--- config.mk ---
export PLATFORM = sky130hd
export DESIGN_NAME = engine_sequencer_flat
export DESIGN_NICKNAME = d
export VERILOG_FILES = /design/src/rtl/engine_sequencer_if.sv /design/src/rtl/engine_sequencer.sv /design/src/flat_wrapper.sv
export SDC_FILE = /design/constraint.sdc
export NUM_CORES = 1
export LEC_CHECK = 0
export ABC_AREA = 1
export CAP_MARGIN = 15
export CORE_MARGIN = 2
export CORE_UTILIZATION = 40
export CTS_CLUSTER_SIZE = 24
export DETAILED_ROUTE_END_ITERATION = 6
export DONT_BUFFER_PORTS = 1
export GPL_ROUTABILITY_DRIVEN = 0
export HOLD_SLACK_MARGIN = 0.06
export PLACE_DENSITY = 0.5
export SYNTH_ARGS = -nofsm -noshare
export SYNTH_HDL_FRONTEND = slang
export SYNTH_SLANG_ARGS = --single-unit
--- constraint.sdc ---
create_clock -name clk -period 3.6 [get_ports clk]
set_input_delay 0.18 -clock clk [delete_from_list [all_inputs] [get_ports clk]]
set_output_delay 0.18 -clock clk [all_outputs]
set_load 0.02 [all_outputs]
--- src/rtl/engine_sequencer_if.sv ---
// Shared beat sideband type and the handshake bundle between the engine sequencer,
// its configuration/pixel source and the processing engine.
`ifndef KW_MAX
`define KW_MAX 7
`endif
`ifndef SW_MAX
`define SW_MAX 4
`endif

package engine_sequencer_pkg;
  localparam int KW2_W = $clog2(`KW_MAX / 2 + 1);
  localparam int SW1_W = $clog2(`SW_MAX);

  // Sideband carried with every engine beat; fields not owned by the sequencer stay zero.
  typedef struct packed {
    logic             is_not_max;
    logic             is_max;
    logic             is_lrelu;
    logic             is_w_last;
    logic             is_w_first_kw2;
    logic             is_config;
    logic             is_cin_last;
    logic             is_w_first_clk;
    logic [KW2_W-1:0] kw2;
    logic [SW1_W-1:0] sw_1;
  } tuser_st;
endpackage

interface engine_sequencer_if #(
  parameter int CIN_BITS = 10,
  parameter int ITR_BITS = 10
);
  import engine_sequencer_pkg::*;

  logic                cfg_valid;
  logic                cfg_ready;
  logic [KW2_W-1:0]    cfg_kw2;
  logic [SW1_W-1:0]    cfg_sw_1;
  logic [CIN_BITS-1:0] cfg_cin_1;
  logic [ITR_BITS-1:0] cfg_itr_1;
  logic                s_valid;
  logic                s_ready;
  logic                m_valid;
  logic                m_ready;
  logic                m_last;
  tuser_st             m_user;

  // Environment side: issues configurations and upstream beats, sinks engine beats.
  modport master (
    output cfg_valid, cfg_kw2, cfg_sw_1, cfg_cin_1, cfg_itr_1, s_valid, m_ready,
    input  cfg_ready, s_ready, m_valid, m_last, m_user
  );

  // Sequencer side.
  modport slave (
    input  cfg_valid, cfg_kw2, cfg_sw_1, cfg_cin_1, cfg_itr_1, s_valid, m_ready,
    output cfg_ready, s_ready, m_valid, m_last, m_user
  );
endinterface

--- src/rtl/engine_sequencer.sv ---
// Engine sequencer: per configuration, emits one config beat then cin_1+1 data beats,
// repeated itr_1+1 times, tagging each beat with its position sideband.
`ifndef KW_MAX
`define KW_MAX 7
`endif
`ifndef SW_MAX
`define SW_MAX 4
`endif

module engine_sequencer
  import engine_sequencer_pkg::*;
#(
  parameter int KW_MAX   = `KW_MAX,
  parameter int SW_MAX   = `SW_MAX,
  parameter int CIN_BITS = 10,
  parameter int ITR_BITS = 10
) (
  input  logic              clk,
  input  logic              resetn,
  engine_sequencer_if.slave bus
);

  localparam int KW2_BITS = $clog2(KW_MAX / 2 + 1);
  localparam int SW1_BITS = $clog2(SW_MAX);
  localparam logic [CIN_BITS-1:0] CIN_ONE = {{(CIN_BITS-1){1'b0}}, 1'b1};
  localparam logic [ITR_BITS-1:0] ITR_ONE = {{(ITR_BITS-1){1'b0}}, 1'b1};

  typedef enum logic [1:0] {
    ST_IDLE   = 2'd0,
    ST_CONFIG = 2'd1,
    ST_DATA   = 2'd2
  } state_t;

  state_t              state_r;
  logic [CIN_BITS-1:0] cin_cnt_r;
  logic [ITR_BITS-1:0] itr_cnt_r;
  logic [KW2_BITS-1:0] kw2_r;
  logic [SW1_BITS-1:0] sw_1_r;
  logic [CIN_BITS-1:0] cin_1_r;
  logic [ITR_BITS-1:0] itr_1_r;
  logic                cfg_ready_r;
  logic                cfg_beat_r;
  logic                data_r;
  logic                cin_last_r;
  logic                w_first_r;
  logic                last_r;

  logic [CIN_BITS-1:0] cin_next_s;
  logic [ITR_BITS-1:0] itr_next_s;
  logic                data_xfer_s;
  logic                itr_last_s;
  tuser_st             user_s;

  assign cin_next_s  = cin_cnt_r + CIN_ONE;
  assign itr_next_s  = itr_cnt_r + ITR_ONE;
  assign itr_last_s  = (itr_cnt_r == itr_1_r);
  assign data_xfer_s = data_r & bus.s_valid & bus.m_ready;

  // Sequencer state, counters, latched configuration and per-beat sideband flags.
  // Flags are precomputed one transfer ahead so every output is a register decode.
  always_ff @(posedge clk) begin
    if (!resetn) begin
      state_r     <= ST_IDLE;
      cin_cnt_r   <= '0;
      itr_cnt_r   <= '0;
      kw2_r       <= '0;
      sw_1_r      <= '0;
      cin_1_r     <= '0;
      itr_1_r     <= '0;
      cfg_ready_r <= 1'b1;
      cfg_beat_r  <= 1'b0;
      data_r      <= 1'b0;
      cin_last_r  <= 1'b0;
      w_first_r   <= 1'b0;
      last_r      <= 1'b0;
    end else begin
      case (state_r)
        ST_IDLE: begin
          if (bus.cfg_valid) begin
            kw2_r       <= bus.cfg_kw2;
            sw_1_r      <= bus.cfg_sw_1;
            cin_1_r     <= bus.cfg_cin_1;
            itr_1_r     <= bus.cfg_itr_1;
            cin_cnt_r   <= '0;
            itr_cnt_r   <= '0;
            cfg_ready_r <= 1'b0;
            cfg_beat_r  <= 1'b1;
            state_r     <= ST_CONFIG;
          end
        end
        ST_CONFIG: begin
          if (bus.m_ready) begin
            cfg_beat_r <= 1'b0;
            data_r     <= 1'b1;
            cin_last_r <= (cin_1_r == '0);
            w_first_r  <= (itr_cnt_r == '0);
            last_r     <= (cin_1_r == '0) && itr_last_s;
            state_r    <= ST_DATA;
          end
        end
        ST_DATA: begin
          if (data_xfer_s) begin
            w_first_r <= 1'b0;
            if (cin_last_r) begin
              data_r     <= 1'b0;
              cin_last_r <= 1'b0;
              last_r     <= 1'b0;
              cin_cnt_r  <= '0;
              if (itr_last_s) begin
                cfg_ready_r <= 1'b1;
                state_r     <= ST_IDLE;
              end else begin
                itr_cnt_r  <= itr_next_s;
                cfg_beat_r <= 1'b1;
                state_r    <= ST_CONFIG;
              end
            end else begin
              cin_cnt_r  <= cin_next_s;
              cin_last_r <= (cin_next_s == cin_1_r);
              last_r     <= (cin_next_s == cin_1_r) && itr_last_s;
            end
          end
        end
        default: begin
          state_r     <= ST_IDLE;
          cfg_ready_r <= 1'b1;
          cfg_beat_r  <= 1'b0;
          data_r      <= 1'b0;
          cin_last_r  <= 1'b0;
          w_first_r   <= 1'b0;
          last_r      <= 1'b0;
        end
      endcase
    end
  end

  // Sideband assembly; fields owned by other stages are tied low.
  always_comb begin
    user_s                = '0;
    user_s.is_config      = cfg_beat_r;
    user_s.is_cin_last    = cin_last_r;
    user_s.is_w_first_clk = w_first_r;
    user_s.kw2            = kw2_r;
    user_s.sw_1           = sw_1_r;
  end

  // In DATA the upstream handshake passes straight through with no added latency.
  assign bus.cfg_ready = cfg_ready_r;
  assign bus.m_valid   = data_r ? bus.s_valid : cfg_beat_r;
  assign bus.s_ready   = data_r & bus.m_ready;
  assign bus.m_last    = last_r;
  assign bus.m_user    = user_s;

endmodule

--- src/flat_wrapper.sv ---
// flat-port wrapper written by rule: the top's interface ports become plain ports
module engine_sequencer_flat import engine_sequencer_pkg::*;
#(
  parameter int KW_MAX   = `KW_MAX,
  parameter int SW_MAX   = `SW_MAX,
  parameter int CIN_BITS = 10,
  parameter int ITR_BITS = 10
)
  (clk, resetn, bus_cfg_valid, bus_cfg_kw2, bus_cfg_sw_1, bus_cfg_cin_1, bus_cfg_itr_1, bus_s_valid, bus_m_ready, bus_cfg_ready, bus_s_ready, bus_m_valid, bus_m_last, bus_m_user);
  engine_sequencer_if #(.CIN_BITS(CIN_BITS), .ITR_BITS(ITR_BITS)) bus_i ();
  input  logic clk;
  input  logic resetn;
  input wire logic [$bits(bus_i.cfg_valid)-1:0] bus_cfg_valid;
  input wire logic [$bits(bus_i.cfg_kw2)-1:0] bus_cfg_kw2;
  input wire logic [$bits(bus_i.cfg_sw_1)-1:0] bus_cfg_sw_1;
  input wire logic [$bits(bus_i.cfg_cin_1)-1:0] bus_cfg_cin_1;
  input wire logic [$bits(bus_i.cfg_itr_1)-1:0] bus_cfg_itr_1;
  input wire logic [$bits(bus_i.s_valid)-1:0] bus_s_valid;
  input wire logic [$bits(bus_i.m_ready)-1:0] bus_m_ready;
  output wire logic [$bits(bus_i.cfg_ready)-1:0] bus_cfg_ready;
  output wire logic [$bits(bus_i.s_ready)-1:0] bus_s_ready;
  output wire logic [$bits(bus_i.m_valid)-1:0] bus_m_valid;
  output wire logic [$bits(bus_i.m_last)-1:0] bus_m_last;
  output wire logic [$bits(bus_i.m_user)-1:0] bus_m_user;
  assign bus_i.cfg_valid = bus_cfg_valid;
  assign bus_i.cfg_kw2 = bus_cfg_kw2;
  assign bus_i.cfg_sw_1 = bus_cfg_sw_1;
  assign bus_i.cfg_cin_1 = bus_cfg_cin_1;
  assign bus_i.cfg_itr_1 = bus_cfg_itr_1;
  assign bus_i.s_valid = bus_s_valid;
  assign bus_i.m_ready = bus_m_ready;
  assign bus_cfg_ready = bus_i.cfg_ready;
  assign bus_s_ready = bus_i.s_ready;
  assign bus_m_valid = bus_i.m_valid;
  assign bus_m_last = bus_i.m_last;
  assign bus_m_user = bus_i.m_user;
  engine_sequencer #(.KW_MAX(KW_MAX), .SW_MAX(SW_MAX), .CIN_BITS(CIN_BITS), .ITR_BITS(ITR_BITS)) u_core (.clk(clk), .resetn(resetn), .bus(bus_i));
endmodule
==> qor.yml <==
layout_commonest_cell: "nand2_1"
seqCellArea_um2: 1040
regToRegStartpoint: "u_core.state_r[0]"
p_leak_uw: 0.00125
clk-insertion-delay-late_ns: 0.32
cts_buffer_depth: 2
fin_crit_sh_pct: 65.9
ir_worst_vdd_mv: 0.259
ys_seq_elements: 52
drv_cap: 0
synth_xor_area_share_pct: 4.32
grt_usage_pct: 18.9
end_kind: "flop"
synth.avg_cell_area_um2: 6.84
drt_iter0_markers: 114
cts-buffers-inserted: 5
avgRoutedWirePerCell_um: 13.3
area_delta_synth_final_pct: 10.8
use_met3_pct: 3.08
clk_pin_slew_ns: 0.11
min_from: "bus_cfg_itr_1[9]"
remaining_drc_errors: 0
worstSetupPathType: "reg -> reg"
ys_seq_area_share_pct: 36.7
viasPerCell: 4.84
fin_crit_ns: 2.37
powerDensity_nw_per_um2: 602
n_antenna_cell: 0
num_rows: 30
postRouteAntennaNets: 0
initial_core_util_pct: 41.5
yosysWarnings: 0
htree_levels: 2
first_global_vias: 2356
status: "finished, final reports clean"
nets: 459
grt_max_degree: 37
cp.required_ns: 3.85
gr-usage-met2_pct: 31.2
port_buffers: 0
final_layout_size_suffix_gt1_share_pct: 6.84
post_cts.repair.setup_buffers: 0
yosys.area_share.adder_pct: 3.09
gr-total-overflow: 0
hold_depth: 2
met1_usage_pct: 25.6
min_path_type: "in -> reg"
hold_violations: 0
die_h_um: 88.2
worstPathMaxFanout: 12
max_clock_freq_mhz: 422
worstHoldEndpoint: "u_core.itr_1_r[9]"
drt-total-wl_um: 6910
multi_input_area_um2: 1510
reg2reg_depth: 9
final_cell_mix: "nand2_1, nor2_1, dfxtp_1"
die_area_um2: 7780
yosys.cell_types.count: 35
worst_slew_pin_slew_ns: 0.925
die_w_um: 88.2
hpwl_um: 4920
fin_setup_tns_ns: 0
finalPower_uw: 1890
antenna_found_initial: 0
regToRegEndpoint: "u_core.itr_cnt_r[3]"
cts.sink_count: 52
fp.coreArea_um2: 6830
synthesis.area_um2: 2840
rrSetupSlack_ns: 1.23
syn_inst: 415
pin_count: 45
finalMaxSlewViolations: 0
setup_viol: 0
synth_top_family_by_area: "simple AND/OR/NAND/NOR gates"
via_count: 2518
busiest_layer: "met2"
drt-pass1-iter-count: 4
cp-start-kind: "flop"
grt_pass1_wl_um: 11500
synth_compound_area_share_pct: 14.7
cts_root_buf: "clkbuf_8"
relSlewSlack_pct: 38.1
fin_skew_ns: 0.00676
arrival_ns: 2.63
muxShareOfSynthArea_pct: 0
fillers: 750
cts_tree: "yes"
synth-simple-area-share_pct: 30.3
rsz0062_at_grt: "false"
-- logic make-up after synthesis --
kind of cell             after synthesis
other                                  1
AO/OA/AOI/OAI                         76
AND/OR/NAND/NOR                      195
flip-flops                            52
buffers and inverters                 70
adder cells (fa/ha/maj)                7
XOR/XNOR                              14
-- Yosys cell counts, drive strengths merged --
cell type  instances  share of area [%]
a211oi             3                1.1
a21oi             37                6.7
a22oi              1               0.26
buf               12                3.1
clkbuf             9                1.2
conb               1               0.13
dfxtp             52                 37
ha                 7                3.1
inv               49                6.5
nand2             90                 12
nand3             25                4.8
nand3b             1               0.26
nand4              6                1.3
nor2              60                8.8
nor3              10                2.3
nor4               2               0.44
o21ai             33                6.1
o21bai             2               0.53
or2                1               0.22
xnor2              6                1.9
xor2               8                2.5
-- report_power, final --
part	switching (µW)	leakage, µW	internal [µW]	total (µW)
logic	446	0.000766	225	670
registers	112	0.000426	684	796
clock network	218	0.0000548	210	428
total	776	0.00125	1120	1890
-- metrics by stage --
step | setup WS, ns | area (µm²) | util (%) | hold slack, ns | cells
floorplan | 1.88 | 2850 | - | 0.347 | 419
global placement | 1.34 | 2860 | 41.8 | 0.322 | 495
detailed placement | 1.28 | 2860 | 41.8 | 0.327 | 495
CTS | 1.23 | 3140 | 46.0 | 0.0606 | 520
global route | 1.02 | 3140 | 46.0 | 0.0843 | 520
finish | 1.23 | 3140 | 46.0 | 0.0646 | 520
-- what timing repair did --
action,4_1_cts,5_1_grt
hold endpoints to repair,28,0
gates resized for setup,0,0
hold buffers,17,0
-- layout make-up --
cell class | count | area share (%)
Multi-Input combinational cell | 297 | 47.9
Sequential cell | 52 | 33.1
Inverter | 49 | 5.85
Timing Repair Buffer | 18 | 5.65
Tap cell | 96 | 3.82
Clock buffer | 5 | 2.19
Clock inverter | 3 | 1.47
-- sequential cells by signal, summed over array words and instances, names as in the netlist, 2 cells and up --
signal	count
u_core.cin_cnt_r	10
u_core.itr_cnt_r	10
u_core.cin_1_r	10
u_core.kw2_r	2
u_core.sw_1_r	2
u_core.itr_1_r	10
u_core.state_r	2
-- critical path, cell delays in order (launching register included) --
cell and delay, ns:
dfxtp_1 0.39, inv_1 0.08, ha_1 0.32, o21bai_1 0.70, nor2_1 0.12, nand2_2 0.27, inv_1 0.19, nand2_1 0.09
nand2_1 0.05, a21oi_1 0.11
-- routing by layer --
metal | up-vias | routed length [µm]
met4 | 0 | 78
met5 | - | 0
met1 | 1150 | 3340
met3 | 9 | 183
met2 | 37 | 3310
li1 | 1322 | -
-- worst max-delay path by stage --
stage	endpoint	slack [ns]	from	cells after the start
floorplan	u_core.itr_cnt_r[6]	1.88	u_core.state_r[0]	11
global placement	u_core.itr_cnt_r[5]	1.34	u_core.state_r[0]	8
detailed placement	u_core.itr_cnt_r[5]	1.28	u_core.state_r[0]	8
CTS	u_core.itr_cnt_r[3]	1.23	u_core.state_r[0]	9
global route	u_core.itr_cnt_r[3]	1.02	u_core.state_r[0]	9
finish	u_core.itr_cnt_r[3]	1.23	u_core.state_r[0]	9
Note: power is estimated with default switching activity, not from simulation.
